### src/rtl/psum_drain_if.sv
// Column-bottom drain bus: psum ingress from the last PE plus the result valid/ready egress.
interface psum_drain_if #(
  parameter int unsigned COL_WIDTH = 11
);
  logic [2*COL_WIDTH-1:0] psum_in;
  logic                   psum_valid;
  logic                   psum_last;
  logic                   s_psum;
  logic [4:0]             shift;
  logic                   s_out;
  logic                   psum_ready;
  logic [7:0]             out_data;
  logic                   out_valid;
  logic                   out_ready;
  logic                   overflow;

  modport master (
    output psum_in, psum_valid, psum_last, s_psum, shift, s_out, out_ready,
    input  psum_ready, out_data, out_valid, overflow
  );

  modport slave (
    input  psum_in, psum_valid, psum_last, s_psum, shift, s_out, out_ready,
    output psum_ready, out_data, out_valid, overflow
  );
endinterface

### src/rtl/psum_drain.sv
// Accumulates column psums across weight passes, requantizes finished sums to 8 bits
// and queues them in a small FIFO for the output buffer.
module psum_drain #(
  parameter int unsigned COL_WIDTH  = 11,
  parameter int unsigned ACC_WIDTH  = 32,
  parameter int unsigned FIFO_DEPTH = 4
) (
  input  logic         clk,
  input  logic         rst,
  psum_drain_if.slave  bus_if
);

  localparam int unsigned RND_W = ACC_WIDTH + 1;
  localparam int unsigned PTR_W = (FIFO_DEPTH > 1) ? $clog2(FIFO_DEPTH) : 1;
  localparam int unsigned CNT_W = $clog2(FIFO_DEPTH + 1);

  localparam logic signed [RND_W-1:0] S8_MAX = RND_W'(127);
  localparam logic signed [RND_W-1:0] S8_MIN = RND_W'(-128);
  localparam logic signed [RND_W-1:0] U8_MAX = RND_W'(255);
  localparam logic signed [RND_W-1:0] ZERO   = '0;

  logic signed [ACC_WIDTH-1:0] acc_q, acc_d;
  logic signed [ACC_WIDTH-1:0] ext_psum;
  logic signed [ACC_WIDTH-1:0] total;
  logic        [RND_W-1:0]     rnd_add;
  logic signed [RND_W-1:0]     rounded;
  logic signed [RND_W-1:0]     shifted;
  logic        [7:0]           quant;

  logic [7:0]       mem_q [FIFO_DEPTH];
  logic [PTR_W-1:0] wr_ptr_q, rd_ptr_q;
  logic [CNT_W-1:0] count_q, count_d;
  logic             ready_q, valid_q;
  logic             ovf_q, ovf_d;
  logic             push, pop;

  // Extend the incoming psum word to accumulator width.
  always_comb begin
    ext_psum = '0;
    if (bus_if.s_psum) begin
      ext_psum = ACC_WIDTH'($signed(bus_if.psum_in));
    end else begin
      ext_psum = ACC_WIDTH'(bus_if.psum_in);
    end
  end

  assign total = acc_q + ext_psum;

  // Round half up and shift in one extra bit so the rounding add never wraps.
  always_comb begin
    rnd_add = '0;
    if (bus_if.shift != 5'd0) begin
      rnd_add = RND_W'(1) << (bus_if.shift - 5'd1);
    end
    rounded = RND_W'(total) + rnd_add;
    shifted = rounded >>> bus_if.shift;
  end

  // Saturate: signed clamps to int8, unsigned clamps to uint8 with negatives to zero.
  always_comb begin
    quant = shifted[7:0];
    if (bus_if.s_out) begin
      if (shifted > S8_MAX) begin
        quant = 8'h7F;
      end else if (shifted < S8_MIN) begin
        quant = 8'h80;
      end
    end else begin
      if (shifted < ZERO) begin
        quant = 8'h00;
      end else if (shifted > U8_MAX) begin
        quant = 8'hFF;
      end
    end
  end

  assign push = bus_if.psum_valid & bus_if.psum_last & ready_q;
  assign pop  = valid_q & bus_if.out_ready;

  always_comb begin
    acc_d   = acc_q;
    ovf_d   = ovf_q;
    count_d = count_q + CNT_W'(push) - CNT_W'(pop);
    if (bus_if.psum_valid) begin
      if (bus_if.psum_last) begin
        acc_d = '0;
        if (!ready_q) begin
          ovf_d = 1'b1;
        end
      end else begin
        acc_d = total;
      end
    end
  end

  // ready/valid are registered from the next count so neither depends on out_ready combinationally.
  always_ff @(posedge clk) begin
    if (rst) begin
      acc_q    <= '0;
      wr_ptr_q <= '0;
      rd_ptr_q <= '0;
      count_q  <= '0;
      ready_q  <= 1'b1;
      valid_q  <= 1'b0;
      ovf_q    <= 1'b0;
      for (int i = 0; i < int'(FIFO_DEPTH); i++) begin
        mem_q[i] <= '0;
      end
    end else begin
      acc_q   <= acc_d;
      count_q <= count_d;
      ready_q <= (count_d < CNT_W'(FIFO_DEPTH));
      valid_q <= (count_d != '0);
      ovf_q   <= ovf_d;
      if (push) begin
        mem_q[wr_ptr_q] <= quant;
        wr_ptr_q        <= wr_ptr_q + PTR_W'(1);
      end
      if (pop) begin
        rd_ptr_q <= rd_ptr_q + PTR_W'(1);
      end
    end
  end

  assign bus_if.psum_ready = ready_q;
  assign bus_if.out_valid  = valid_q;
  assign bus_if.out_data   = mem_q[rd_ptr_q];
  assign bus_if.overflow   = ovf_q;

endmodule

### src/flat_wrapper.sv
// flat-port wrapper written by rule: the top's interface ports become plain ports
module psum_drain_flat 
#(
  parameter int unsigned COL_WIDTH  = 11,
  parameter int unsigned ACC_WIDTH  = 32,
  parameter int unsigned FIFO_DEPTH = 4
)
  (clk, rst, bus_if_psum_in, bus_if_psum_valid, bus_if_psum_last, bus_if_s_psum, bus_if_shift, bus_if_s_out, bus_if_out_ready, bus_if_psum_ready, bus_if_out_data, bus_if_out_valid, bus_if_overflow);
  psum_drain_if #(.COL_WIDTH(COL_WIDTH)) bus_if_i ();
  input  logic clk;
  input  logic rst;
  input wire logic [$bits(bus_if_i.psum_in)-1:0] bus_if_psum_in;
  input wire logic [$bits(bus_if_i.psum_valid)-1:0] bus_if_psum_valid;
  input wire logic [$bits(bus_if_i.psum_last)-1:0] bus_if_psum_last;
  input wire logic [$bits(bus_if_i.s_psum)-1:0] bus_if_s_psum;
  input wire logic [$bits(bus_if_i.shift)-1:0] bus_if_shift;
  input wire logic [$bits(bus_if_i.s_out)-1:0] bus_if_s_out;
  input wire logic [$bits(bus_if_i.out_ready)-1:0] bus_if_out_ready;
  output wire logic [$bits(bus_if_i.psum_ready)-1:0] bus_if_psum_ready;
  output wire logic [$bits(bus_if_i.out_data)-1:0] bus_if_out_data;
  output wire logic [$bits(bus_if_i.out_valid)-1:0] bus_if_out_valid;
  output wire logic [$bits(bus_if_i.overflow)-1:0] bus_if_overflow;
  assign bus_if_i.psum_in = bus_if_psum_in;
  assign bus_if_i.psum_valid = bus_if_psum_valid;
  assign bus_if_i.psum_last = bus_if_psum_last;
  assign bus_if_i.s_psum = bus_if_s_psum;
  assign bus_if_i.shift = bus_if_shift;
  assign bus_if_i.s_out = bus_if_s_out;
  assign bus_if_i.out_ready = bus_if_out_ready;
  assign bus_if_psum_ready = bus_if_i.psum_ready;
  assign bus_if_out_data = bus_if_i.out_data;
  assign bus_if_out_valid = bus_if_i.out_valid;
  assign bus_if_overflow = bus_if_i.overflow;
  psum_drain #(.COL_WIDTH(COL_WIDTH), .ACC_WIDTH(ACC_WIDTH), .FIFO_DEPTH(FIFO_DEPTH)) u_core (.clk(clk), .rst(rst), .bus_if(bus_if_i));
endmodule
### config.mk
export PLATFORM = sky130hd
export DESIGN_NAME = psum_drain_flat
export DESIGN_NICKNAME = d
export VERILOG_FILES = /design/src/rtl/psum_drain_if.sv /design/src/rtl/psum_drain.sv /design/src/flat_wrapper.sv
export SDC_FILE = /design/constraint.sdc
export NUM_CORES = 1
export LEC_CHECK = 0
export CAP_MARGIN = 10
export CORE_ASPECT_RATIO = 1.75
export CORE_MARGIN = 2
export CORE_UTILIZATION = 54
export DETAILED_ROUTE_END_ITERATION = 10
export HOLD_SLACK_MARGIN = 0.02
export PLACE_DENSITY_LB_ADDON = 0.1
export SETUP_SLACK_MARGIN = 0.5
export SLEW_MARGIN = 20
export SYNTH_ARGS = -nofsm -noshare
export SYNTH_HDL_FRONTEND = slang
export SYNTH_SLANG_ARGS = --single-unit
export TNS_END_PERCENT = 10
### constraint.sdc
create_clock -name clk -period 20.6 [get_ports clk]
set_input_delay 2.06 -clock clk [delete_from_list [all_inputs] [get_ports clk]]
set_output_delay 2.06 -clock clk [all_outputs]
set_load 0.05 [all_outputs]
Word level (Yosys, flattened, before mapping)

Memory sizes are Yosys's and may differ from the RTL's. A register that Yosys moved wholly into a read port is not among the register bits.
Index checks and enable logic that the tools add are counted.

Register bits after elaboration: 42
Latch bits: 0
Bits in writable memories: 32
ROM bits: 0
Input bits: 34
Output and inout bits: 11
Word-level logic and storage cells: 48
Memories: 1

Add/sub/neg operators: 7
Multipliers: 0
Div/mod/pow operators: 0
$lt $le $gt $ge: 5
Eq/ne operators: 0
Shift operators: 2
Mux-type cells: 18
Bitwise gates (word level): 4
Reductions and logical operators: 4

Memory list:

| name         | words | bits a word | read ports | clocked after Yosys merged registers in | wr ports | RTL line         | source |
|---|---|---|---|---|---|---|---|
| u_core.mem_q | 4     | 8           | 1          | 1                                       | 4        | psum_drain.sv:30 | `logic [7:0] mem_q [FIFO_DEPTH];` |

Operators by type and width:

| operator                                                              | number |
|---|---|
| 32-bit two-way mux                                                    | 2 |
| 8-bit two-way mux                                                     | 6 |
| 33-bit adder                                                          | 1 |
| 33-bit by 8-bit > comparator with 1-bit output, second input constant | 1 |
| 33-bit by 9-bit > comparator with 1-bit output, second input constant | 1 |
| 33-bit by 1-bit < comparator with 1-bit output, second input constant | 1 |
| 33-bit by 8-bit < comparator with 1-bit output, second input constant | 1 |
| 33-bit two-way mux                                                    | 1 |
| 1-bit by 5-bit left shift with 33-bit output, first input constant    | 1 |
| 33-bit by 5-bit >>> shifter with 33-bit output                        | 1 |
| 32-bit adder                                                          | 1 |
| 8-bit OR reduction                                                    | 1 |
| 1-bit two-way mux                                                     | 6 |
| 2-bit two-way mux                                                     | 3 |
| 5-bit nonzero test                                                    | 1 |
| 5-bit by 1-bit subtractor with 5-bit output, second input constant    | 1 |
| 2-bit by 1-bit adder with 2-bit output, second input constant         | 2 |
| 3-bit by 1-bit adder with 3-bit output                                | 1 |
| 1-bit AND                                                             | 3 |
| 3-bit < comparator, second input constant                             | 1 |
| 3-bit AND reduction                                                   | 1 |
| 3-bit nonzero test                                                    | 1 |
| 3-bit by 1-bit subtractor with 3-bit output                           | 1 |
| 1-bit inverter                                                        | 1 |

Logic depth before layout (Yosys ltp)

Depth in word-level cells: 10
Gate-level depth with buffers: 32
Depth with buffers taken out: 29

Worst setup path after synthesis

No wires, ideal clock.

Path kind: input port to flip-flop
Start point: in bus_if_psum_in[0]
End point: mem u_core.mem_q[0][6] (data pin)
Setup time: 0.272 ns
Arrival: 8.389 ns
Required time: 20.328 ns
Slack: 11.939 ns
Stages: 31
Path buffers: 2
Path through: ha_1 fa_1 a21o_1 a21oi_1 o21ai_0 a21oi_1 a311oi_1 nor3_1 nor3_1 a2111o_1 a21o_1 a21o_1 a21oi_1 xnor2_1 ha_1 clkbuf_1 and2_1 clkbuf_1 a21oi_1 o22ai_1 or3_1 o22ai_1 o22ai_1 a21o_1 o211ai_2 a311o_1 o21ai_0 nor4_1 a31oi_2 nor4_2 nor3_1

RTL lines:

| what        | RTL line           | source |
|---|---|---|
| from (decl) | flat_wrapper.sv:12 | `input wire logic [$bits(bus_if_i.psum_in)-1:0] bus_if_psum_in;` |
| to (decl)   | psum_drain.sv:30   |  |

==> summary.txt <==
Timing
  – Final clock skew: 8.741 ps
  – Final setup violating endpoints: 0
  – Post-route clock period utilization: 47.63%
  – Setup Total Neg Slack: 0 ps
  – Slew HR: 26.92%
  – Final-report max-slew violation count: 0
  – Min Clock Period, post-route: 9812 ps
  – Number of hold violations in the final report: 0
  – Transition time of the tightest slew-check pin: 1089 ps
  – Fmax achieved: 0.1019 GHz
  – WHS: 479.5 ps
  – RSZ-0062 raised after global routing: false

Worst setup path
  – Crit-path max FO: 24
  – Endpoint required time on the critical path: 20770 ps
  – Crit-path most repeated cell: a21oi_1
  – Worst reg2reg setup slack: 12600 ps
  – Startpoint kind of the worst setup timing path: input pin
  – Type of destination of the critical path: flip-flop
  – CP max stage cell: ha_1
  – Number of cell instances on the worst register-to-register path: 27
  – CP bufs+invs: 1
  – CP delay by family, top: compound AO/OA/AOI/OAI gates
  – Stage delay of the slowest cell on the critical path: 560 ps
  – Worst path depth: 28
  – Worst endpoint data arrival time: 9990 ps
  – CP Class: input pin to flip-flop

Route
  – DRC violation total after the first TritonRoute iteration: 907
  – Mean number of vias per cell: 6.782
  – Post-detailed-routing wire length: 32910 um
  – Detailed-route via count: 10450
  – Routed Antenna Nets: 0
  – Number of iterations in the first detailed-routing pass: 6
  – Total DRC errors in the routed layout: 0
  – Per-cell routed wire length: 21.37 um

Die
  – Die width: 107.4 um
  – Total Die Area: 19870 sq um
  – Floorplan core area: 18500 sq um
  – Number of placement rows: 66
  – Chip Height: 185.0 um
  – Effective utilization at floorplan: 54.65%
  – Number of top-level design ports: 45

GRT
  – Via count of the first global-routing pass: 10120
  – Maximum number of pins on one net before global-route repair: 52
  – Overall Global Routing Usage: 33.79%
  – First-pass GRT wire length: 52630 um
  – Antenna violations before repair: 0
  – Remaining global-route overflow: 0

Finish
  – Layout-stage area growth over the synthesis result: 8.231%
  – Fraction of the core area covered by cells at the end of the flow: 59.15%
  – Post-layout net count: 1399
  – Non-filler instance count after layout: 1540
  – Finished Cell Area: 10940 sq um
  – Fraction of final layout cells with drive strength greater than 1: 8.141%
  – Filler cell count in the final layout: 1777
  – Count of inserted antenna diode cells: 0

Clocking
  – Clock Pin Slew Worst Setup and Hold Paths: 60 ps
  – Clk_lat worst skew: 360 ps
  – Deepest clock path buffer count: 2
  – Number of buffers added to fix hold violations after cts: 0
  – Post-cts resize count: 0
  – Clock tree root buffer cell: clkbuf_16
  – Setup bufs post-CTS: 0
  – TritonCTS clock tree: built
  – TritonCTS buffer count: 9
  – Clock Sink Count: 76
  – CTS H-Tree Depth: 3

Logic synthesis
  – Leading cell type by number of instances after synthesis: nor2_1
  – Post-Syn Area: 10110 sq um
  – Share of async-settable or async-resettable flops after synthesis: 0%
  – Number of synthesized flops with an enable pin: 32
  – Sequential area share after synthesis: 18.22%
  – Post-synth top area share: 9.506%
  – Post-synthesis net count: 1413
  – Count of state elements after synthesis: 76
  – Gate count after technology mapping: 1311
  – Yosys top cell by area: edfxtp_1
  – Mean cell area of the mapped netlist: 7.710 sq um
  – Post-synth cell types: 96
  – Largest cells by area after synthesis: edfxtp_1 (9.5%), dfxtp_1 (8.7%), ha_1 (8.0%)
  – Synth warnings: 0
  – Primary flip-flop cell chosen by synthesis mapping: dfxtp_1
  – Top cells by instance count after synthesis: nor2_1 (152), a21oi_1 (127), nand2_1 (96)

Job
  – Max-cap viol count: 0

Power
  – Power per unit of standard cell area: 64.05 nW/um^2
  – Peak VDD IR: 0.05593 mV
  – Leakage: 4.354 nW

Hold path
  – Min-delay worst type: flip-flop to flip-flop
  – Hold Path Depth: 2

Place
  – Post-detailed-placement cell area: 10590 sq um
  – Global placer's final weighted congestion: 0.9951
  – # placed instances: 1524
  – Final HPWL from detailed placement: 25520 um
  – Port bufs: 44

Run status
  – Status: complete, no violations
path summary, 6_finish.rpt:
check,endpoint,startpoint
worst min-delay path,u_core.bus_if.overflow$_SDFFE_PP0P_,u_core.bus_if.overflow$_SDFFE_PP0P_
worst max register to register,u_core.mem_q[0][0]$_SDFFCE_PN0P_,u_core.acc_q[0]$_SDFFE_PP0P_
worst max-delay path,u_core.mem_q[0][0]$_SDFFCE_PN0P_,bus_if_psum_in[0]
worst min register to register,u_core.bus_if.overflow$_SDFFE_PP0P_,u_core.bus_if.overflow$_SDFFE_PP0P_
registers in the layout, summed over array words and instances, names as in the netlist, named ones only:
signal	count
u_core.bus_if.overflow	1
u_core.mem_q	32
u_core.count_q	3
u_core.bus_if.psum_ready	1
u_core.bus_if.out_valid	1
u_core.rd_ptr_q	2
u_core.acc_q	32
u_core.wr_ptr_q	2
stage by stage:
stage               power, mW  setup slack, ps
detailed placement     0.5142            10420
global placement       0.5103            10570
CTS                    0.6973            10760
finish                 0.7007            10790
floorplan              0.4316            11940
global route           0.7371            10220
power breakdown:
part / internal [mW] / total (mW) / switching, mW
combinational: 0.126 / 0.337 / 0.211
sequential: 0.171 / 0.181 / 0.00984
clock: 0.116 / 0.182 / 0.0662
total: 0.414 / 0.701 / 0.287
layer usage:
metal	track usage (%)	vias to the layer above	routed length (um)
met5	0	-	0
met4	24.36	0	2752
met3	4.856	188	1663
met2	62.78	441	17240
met1	33.53	4878	11250
li1	-	4938	-
cell families (layout without fill, tap and decap cells):
logic type / count (synthesis) / after routing / share of synthesized area (%)
xor gates and xnor gates: 63 / 63 / 5.719
adders and majority gates: 68 / 68 / 8.640
and+or+nand+nor: 506 / 506 / 24.59
DFF: 76 / 76 / 18.22
other: 1 / 1 / 0.03710
AOI/OAI and AO/OA: 431 / 431 / 30.10
buffers and inverters: 111 / 102 / 4.518
muxes: 55 / 55 / 8.169
layout make-up:
| type | count | area [sq um] | share of cell area (%) |
|---|---|---|---|
| multi-input cells | 1124 | 7821 | 71.49 |
| flip-flops and latches | 76 | 1842 | 16.83 |
| repair buffers | 58 | 535.5 | 4.895 |
| well taps | 238 | 297.8 | 2.722 |
| clock buffers | 13 | 270.3 | 2.470 |
| inverters | 28 | 105.1 | 0.9607 |
| clock inverters | 3 | 68.82 | 0.6290 |
cells in the final DEF (no fill, tap or decap), types with 17 or more instances in the layout:
master and count:
o21ai_0 61, a21o_1 29, nor2b_1 35, clkdlybuf4s50_1 42
ha_1 65, a21oi_1 127, xnor2_1 44, nand4_1 17
nand3_1 33, nor2_1 152, o211ai_1 26, dfxtp_1 44
nand2_1 96, nor3_1 76, a211oi_1 30, inv_1 27
mux2i_1 26, mux4_2 21, xor2_1 17, edfxtp_1 32
worst min-delay path: stages (launching register included):
cell and delay, ps:
dfxtp_1 330, a31oi_1 40, nor2_1 70
Power figures use the tool's default switching activity.
